===== config.mk =====
export PLATFORM = sky130hd
export DESIGN_NAME = io_tx_fifo
export DESIGN_NICKNAME = d
export VERILOG_FILES = /design/src/rtl/io_tx_fifo.sv
export SDC_FILE = /design/constraint.sdc
export NUM_CORES = 1
export LEC_CHECK = 0
export CORE_MARGIN = 4
export CORE_UTILIZATION = 34
export DETAILED_ROUTE_END_ITERATION = 12
export PLACE_DENSITY = 0.65
export SYNTH_ARGS = -nofsm -noshare
export SYNTH_HDL_FRONTEND = slang
export SYNTH_SLANG_ARGS = --single-unit
export TNS_END_PERCENT = 1

===== constraint.sdc =====
create_clock -name clk_in -period 2.7 [get_ports clk_in]
set_input_delay 0.54 -clock clk_in [delete_from_list [all_inputs] [get_ports clk_in]]
set_output_delay 0.54 -clock clk_in [all_outputs]
set_load 0.01 [all_outputs]

===== src/rtl/io_tx_fifo.sv =====
// +--------------------------------------------------------------------------+
// | io_tx_fifo : captures CPU byte writes to the UART port into a FIFO and    |
// | streams them out valid/ready. Optional tx_count via IO_TX_STATS_EN.      |
// | Revision   : 1.0                                                         |
// +--------------------------------------------------------------------------+
`timescale 1ns/1ps
`default_nettype none

module io_tx_fifo #(
  parameter int DEPTH_WIDTH = 4,
  parameter int FULL_MARGIN = 2
) (
  input  logic        clk_in,
  input  logic        rst_in,
  input  logic        rdy_in,
  input  logic [31:0] mem_a,
  input  logic        mem_wr,
  input  logic [7:0]  mem_dout,
  output logic        io_buffer_full,
  output logic        tx_valid,
  output logic [7:0]  tx_data,
  input  logic        tx_ready,
  output logic        program_stop,
  output logic        overflow,
  output logic [31:0] tx_count
);

  localparam int unsigned              c_depth       = 1 << DEPTH_WIDTH;
  localparam logic [DEPTH_WIDTH:0]     c_depth_cnt   = (DEPTH_WIDTH+1)'(c_depth);
  localparam logic [DEPTH_WIDTH:0]     c_full_thresh = (DEPTH_WIDTH+1)'(c_depth - FULL_MARGIN);

  typedef enum logic [1:0] {
    ST_RUN   = 2'd0,
    ST_DRAIN = 2'd1,
    ST_HALT  = 2'd2
  } state_e;

  state_e                 state_q, state_d;
  logic [DEPTH_WIDTH:0]   count_q, count_d;
  logic [DEPTH_WIDTH-1:0] wr_ptr_q, rd_ptr_q;
  logic [7:0]             mem_q [c_depth];
  logic                   overflow_q;

  logic       w_io_wr, w_data_wr, w_stop_wr;
  logic       w_pop, w_full;
  logic       w_push_req, w_push_ok, w_drop;
  logic [7:0] w_push_byte;
  logic       w_unused_addr;

  assign w_io_wr       = rdy_in & mem_wr & (mem_a[17:16] == 2'b11);
  assign w_data_wr     = w_io_wr & (mem_a[2:0] == 3'd0);
  assign w_stop_wr     = w_io_wr & (mem_a[2:0] == 3'd4);
  assign w_unused_addr = ^{mem_a[31:18], mem_a[15:3]};

  assign w_pop     = (count_q != '0) & tx_ready;
  assign w_full    = (count_q == c_depth_cnt);
  // A pop in the same cycle frees the slot, so a push at full still fits.
  assign w_push_ok = w_push_req & (~w_full | w_pop);
  assign w_drop    = w_push_req & w_full & ~w_pop;

  always_comb begin
    state_d     = state_q;
    w_push_req  = 1'b0;
    w_push_byte = 8'h00;
    case (state_q)
      ST_RUN: begin
        if (w_data_wr && (mem_dout != 8'h00)) begin
          w_push_req  = 1'b1;
          w_push_byte = mem_dout;
        end else if (w_stop_wr) begin
          w_push_req = 1'b1;
          state_d    = ST_DRAIN;
        end
      end
      // Also covers a dropped terminator: the last real byte empties the FIFO.
      ST_DRAIN: if (w_pop && (count_q == (DEPTH_WIDTH+1)'(1))) state_d = ST_HALT;
      ST_HALT:  state_d = ST_HALT;
      default:  state_d = ST_RUN;
    endcase
  end

  always_comb begin
    count_d = count_q;
    case ({w_push_ok, w_pop})
      2'b10:   count_d = count_q + (DEPTH_WIDTH+1)'(1);
      2'b01:   count_d = count_q - (DEPTH_WIDTH+1)'(1);
      default: count_d = count_q;
    endcase
  end

  always_ff @(posedge clk_in or negedge rst_in) begin
    if (!rst_in) begin
      state_q    <= ST_RUN;
      count_q    <= '0;
      wr_ptr_q   <= '0;
      rd_ptr_q   <= '0;
      overflow_q <= 1'b0;
    end else begin
      state_q <= state_d;
      count_q <= count_d;
      if (w_push_ok) wr_ptr_q <= wr_ptr_q + DEPTH_WIDTH'(1);
      if (w_pop)     rd_ptr_q <= rd_ptr_q + DEPTH_WIDTH'(1);
      if (w_drop)    overflow_q <= 1'b1;
    end
  end

  always_ff @(posedge clk_in or negedge rst_in) begin
    if (!rst_in) begin
      for (int i = 0; i < int'(c_depth); i++) mem_q[i] <= 8'h00;
    end else if (w_push_ok) begin
      mem_q[wr_ptr_q] <= w_push_byte;
    end
  end

  assign tx_valid       = (count_q != '0);
  assign tx_data        = mem_q[rd_ptr_q];
  assign io_buffer_full = (count_q >= c_full_thresh);
  assign program_stop   = (state_q == ST_HALT);
  assign overflow       = overflow_q;

`ifdef IO_TX_STATS_EN
  logic [31:0] tx_count_q;

  always_ff @(posedge clk_in or negedge rst_in) begin
    if (!rst_in)    tx_count_q <= 32'h0;
    else if (w_pop) tx_count_q <= tx_count_q + 32'd1;
  end

  assign tx_count = tx_count_q;
`else
  assign tx_count = 32'h0;
`endif

endmodule

`default_nettype wire


==> results of run 1 <==
## worst max path at each step
stage,startpoint,end,slack (ns)
floorplan,mem_dout[3],count_q[2],0.06
detailed placement,mem_dout[3],count_q[3],-0.32
global route,rd_ptr_q[0],tx_data[1],-0.21
CTS,rd_ptr_q[0],tx_data[0],-0.21
global placement,mem_dout[3],count_q[2],-0.28
finish,rd_ptr_q[0],tx_data[1],-0.15
## per-layer routing
layer | GRT usage | up-vias | wire length [um]
li1 | - | 1868 | -
met1 | 0.175 | 2221 | 6780
met2 | 0.223 | 76 | 7940
met3 | 0.0241 | 13 | 521
met4 | 0.0513 | 0 | 203
met5 | 0 | - | 0
## repair_timing
action / CTS / global route
setup endpoints to repair: 8 / 8
resized for setup: 46 / 6
gates cloned: 2 / 1
buffers inserted: 12 / 2
endpoints found under the hold margin: 0 / 0
## report_power, final
group	switching (mW)	internal, mW	leakage (nW)
Combinational	0.759	0.908	1.82
Sequential	0.191	2.26	1.98
Clock	0.982	1.23	0.265
Total	1.93	4.40	4.06
## layout by cell type (no fill, tap or decap), drive strengths merged, types with 6 or more instances in the layout
cell type / count
ha: 14
xor2: 6
clkdlybuf4s50: 20
conb: 32
nand3: 9
dfrtp: 144
mux2: 132
nand2: 15
clkbuf: 19
inv: 16
nor4: 16
and2: 8
buf: 54
mux4: 40
## sequential cells by signal, indices dropped and copies added (netlist names)
| register | count |
|---|---|
| mem_q | 128 |
| wr_ptr_q | 4 |
| count_q | 5 |
| overflow | 1 |
| state_q | 2 |
| rd_ptr_q | 4 |
## cells in the mapped netlist, drive strengths merged
| cell type | number |
|---|---|
| o21ai | 3 |
| nand4bb | 1 |
| nand3 | 9 |
| a21boi | 1 |
| nor4b | 1 |
| or2 | 1 |
| clkbuf | 15 |
| nand4 | 1 |
| mux4 | 40 |
| nor3 | 3 |
| dfrtp | 144 |
| xor2 | 6 |
| nand4b | 2 |
| a21oi | 2 |
| mux2i | 1 |
| nor2 | 5 |
| a21o | 1 |
| or3 | 1 |
| nand2 | 15 |
| nor4 | 16 |
| or4 | 3 |
| nand2b | 1 |
| o211ai | 1 |
| buf | 46 |
| inv | 8 |
| conb | 1 |
| and2 | 8 |
| xnor2 | 5 |
| ha | 14 |
| mux2 | 132 |
| and4b | 2 |
| nor2b | 2 |
## per-stage QoR
step           total power, mW  TNS [ns]   util  cell area (um2)
2_1_floorplan             3.37         0      -             7520
3_3_place_gp              3.77    -24.78  0.384             8150
3_5_place_dp              3.84    -27.93  0.384             8150
4_1_cts                   6.39     -1.53  0.420             8910
5_1_grt                   6.64     -1.48  0.420             8910
6_report                  6.33     -1.02  0.420             8910
## logic make-up (layout without fill, tap and decap cells)
logic type               count (synthesis)  count (layout)
multiplexers                           173             173
flip-flops                             144             144
AND/OR/NAND/NOR                         71              71
buffers and inverters                   69             115
adder cells (fa/ha/maj)                 14              14
XOR/XNOR                                11              11
AO/OA/AOI/OAI                            8               8
other                                    1              32
## final cells by class
cell class / instances / share of cell area
inverters: 8 / 0.00337
multi-input cells: 309 / 0.390
repair buffers: 75 / 0.101
clock inverters: 14 / 0.0133
flip-flops and latches: 144 / 0.404
clock buffers: 18 / 0.0493
well taps: 275 / 0.0386
==> metrics.cfg, run 1 <==
[outcome]
status = finished, violations left
violations = setup timing

[cells_and_area]
multiInputGateArea_mm2 = 0.00348
register_area_mm2 = 0.00360
final_nets = 614
antenna_cells = 0
fillCellCount = 1870
syn2layout_area_growth_pct = 20.4
final_cell_count_no_fill = 843
drive_gt1_frac = 0.484

[worst_setup_path]
critPathKind = reg2out
crit_fanout = 5
endpoint_kind = output port
slowest_stage = mux4_2
reg2reg_to = mem_q[80]
cp.depth = 5
start_kind = flip-flop
worstPathRequired_ns = 2.16
r2r_cells = 6
cp_slowest_stage_delay_ns = 0.56
path_buf_inv = 3
cpLargestDelayFamily = multiplexers
arrival_ns = 2.31
rrSetupSlack_ns = 0.14
crit_path_cell_trace = buf_12 > buf_12 > mux4_2 > mux4_2 > buf_6
r2r_start = count_q[0]

[placed_design]
place_inst = 796
gp_congestion = 0.765
place_ws_ns = -0.316
dp_hpwl_mm = 10.4
io_buffers = 29

[cts]
clkSlewWorstSetupHoldPaths_ns = 0.06
h-tree-depth = 4
cts.sinks = 144
numCtsBuffers = 17
clk_latency_ns = 0.43
clock_path_buffers = 2
cts_root_buf = clkbuf_16
cts_tree = done
postCtsHoldBufs = 0

[floorplan]
die_x_um = 156
io-pin-count = 89
die_y_um = 156
std_cell_rows = 53
dieArea_mm2 = 0.0242
initial_utilization = 0.349
coreArea_mm2 = 0.0212

[power_and_ir_drop]
power_density_mw_per_mm2 = 710
p_leak_nw = 4.06
peakVddDrop_mv = 0.472

[drt]
drc = 0
routedWlPerCell_um = 18.3
drt_first_iter_violations = 178
via_count = 4178
ant_nets = 0
via_per_inst = 4.96
first_pass_iters = 4
wl_mm = 15.4

[global_route]
antenna_found_initial = 0
grt_pass1_wl_mm = 25.1
track_usage = 0.134
overflow = 0
grt_max_degree = 61
grt_pass1_vias = 4417

[timing]
tightest_slew_ns = 0.837
rsz0062_at_grt = true
fmax_ghz = 0.351
period_share = 1.06
layout_setup_ws_ns = -0.152
max_slew_margin = 0.438
holdWs_ns = 0.0874
min_period_ns = 2.85
setup_violations = 8
skew_ns = 0.0115
final_hold_viol_count = 0
drv_slew = 0

[yosys]
synth_top_area_cell = dfrtp_1
synth.top_cell.area_share = 0.487
avgSynthCellArea_um2 = 15.1
ys_top_cells_by_area = dfrtp_1 49%, mux2_2 19%, mux4_2 12%
synth_top_family_by_area = multiplexers
synth_cell_types = 39
synthCells = 491
synth_compound_area_frac = 0.00642
synthMuxAreaShare = 0.326
ys_warn_count = 0
yosys.area_share.xor_xnor = 0.0130
synthSimpleGateAreaFrac = 0.0837
synth_seq_cells = 144
ys_seq_area_frac = 0.487
synthAdderAreaFrac = 0.0237
syn_area_mm2 = 0.00740

[run]
maxCapViolations = 0

[hold_path]
hold_class = in2async

(Power assumes the default switching activity.)
==> run 2: changes to the inputs <==
--- a/config.mk
+++ b/config.mk
@@ -8,7 +8,10 @@
 export CORE_MARGIN = 4
 export CORE_UTILIZATION = 34
 export DETAILED_ROUTE_END_ITERATION = 12
+export GPL_ROUTABILITY_DRIVEN = 1
 export PLACE_DENSITY = 0.65
+export RECOVER_POWER = 100
+export SKIP_CTS_REPAIR_TIMING = 1
 export SYNTH_ARGS = -nofsm -noshare
 export SYNTH_HDL_FRONTEND = slang
 export SYNTH_SLANG_ARGS = --single-unit
==> metrics.cfg, run 2 (synthesis gave the netlist of run 1 again) <==
[drt]
drc = 0
routedWlPerCell_um = 18.5
via_count = 4142
ant_nets = 0
via_per_inst = 4.94
drt_first_iter_violations = 184
wl_mm = 15.5
first_pass_iters = 4

[cts]
cts.sinks = 144
h-tree-depth = 4
clock_path_buffers = 2
clk_latency_ns = 0.43
cts_tree = done
cts_root_buf = clkbuf_16
clkSlewWorstSetupHoldPaths_ns = 0.06
numCtsBuffers = 17

[worst_setup_path]
cpLargestDelayFamily = multiplexers
startpoint = rd_ptr_q[0]
endpoint_kind = output port
worstPathRequired_ns = 2.16
slowest_stage = mux4_2
cp_slowest_stage_delay_ns = 0.51
critPathKind = reg2out
path_buf_inv = 4
cp.depth = 6
start_kind = flip-flop
r2r_start = count_q[0]
crit_fanout = 4
arrival_ns = 2.37
r2r_cells = 6
crit_path_cell_trace = buf_12 > buf_8 > buf_6 > mux4_2 > mux4_2 > buf_6

[cells_and_area]
regMostFlops = mem_q
final_nets = 609
final_common_cell = dfrtp_1
final_cell_count_no_fill = 838
antenna_cells = 0
reg_top3 = mem_q x128, count_q x5
layout_common_cells = 143 x dfrtp_1, 128 x mux2_2, 40 x mux4_2
largest_reg_flops = 128
syn2layout_area_growth_pct = 17.6
drive_gt1_frac = 0.467

[power_and_ir_drop]
swShare = 0.307
peakVddDrop_mv = 0.478
power_density_mw_per_mm2 = 715
power_frac_clock = 0.355
pwr-share-comb = 0.251
power_switching_mw = 1.91
p_leak_nw = 4.00
p_int_mw = 4.31
power_mw = 6.23
power_frac_seq = 0.394

[global_route]
grt_max_degree = 61
grt_pass1_wl_mm = 24.7
overflow = 0
grt_pass1_vias = 4357
antenna_found_initial = 0
track_usage = 0.132

[floorplan]
io-pin-count = 89
std_cell_rows = 53
die_x_um = 156
initial_utilization = 0.349
dieArea_mm2 = 0.0242
die_y_um = 156
coreArea_mm2 = 0.0212

[placed_design]
place_inst = 796
io_buffers = 29
gp_congestion = 0.765
dp_hpwl_mm = 10.4

[timing]
drv_slew = 61
min_period_ns = 2.91
finalSetupTns_ns = -2.63
final_hold_viol_count = 0
skew_ns = 0.0114
fmax_ghz = 0.344
max_slew_margin = -0.0177
setup_violations = 36
period_share = 1.08
tightest_slew_ns = 1.53
rsz0062_at_grt = true
layout_setup_ws_ns = -0.208

[hold_path]
worstHoldPathCells = 1
hold_class = reg2reg
min-delay-start = overflow

[run]
maxCapViolations = 1

[outcome]
violations = capacitance limit, slew limit, setup timing
status = finished, violations left

run 2: changes by cell type in the layout (fill, tap and decap cells not counted), moves of 3 or more:
cell / delta
clkbuf_1: +3
buf_6: -13
clkdlybuf4s50_1: -3
clkbuf_2: +10
dlygate4sd3_1: +3
buf_12: -5
buf_4: -5
run 2: power by group through the flow:
stage          Sequential [mW]  Clock [mW]  Combinational [mW]
2_1_floorplan             2.37           0                1.00
3_3_place_gp              2.47           0                1.30
3_5_place_dp              2.49           0                1.34
4_1_cts                   2.45        2.26                1.35
5_1_grt                   2.47        2.36                1.70
6_report                  2.45        2.21                1.56
run 2: layer usage:
metal / track usage / vias to the layer above / wire [um]
li1: - / 1856 / -
met1: 0.172 / 2187 / 6770
met2: 0.218 / 76 / 7970
met3: 0.0244 / 23 / 498
met4: 0.0517 / 0 / 294
met5: 0 / - / 0
run 2: final timing paths:
kind / to / slack [ns]
worst max-delay path: tx_data[4] / -0.21
worst min-delay path: overflow / 0.47
worst max register to register: mem_q[66] / 0.13
worst min register to register: overflow / 0.47
max in group asynchronous: mem_q[90] / 0.53
min in group asynchronous: state_q[0] / 0.49
run 2: layout make-up:
type	count	area (um2)
clock buffer	18	439
inverter	8	30.0
sequential	144	3600
tap	275	344
timing repair buffer	70	709
fill	1895	12500
multi-input combinational	309	3460
clock inverter	14	119
run 2: through the flow:
step / utilization / setup WS (ns) / hold WS (ns) / area [um2]
after floorplan: - / 0.0596 / 0.244 / 7520
after global placement: 0.384 / -0.284 / 0.463 / 8150
after detailed placement: 0.384 / -0.316 / 0.470 / 8150
after CTS: 0.410 / -0.494 / 0.110 / 8700
after global routing: 0.410 / -0.245 / 0.496 / 8700
final: 0.410 / -0.208 / 0.471 / 8700
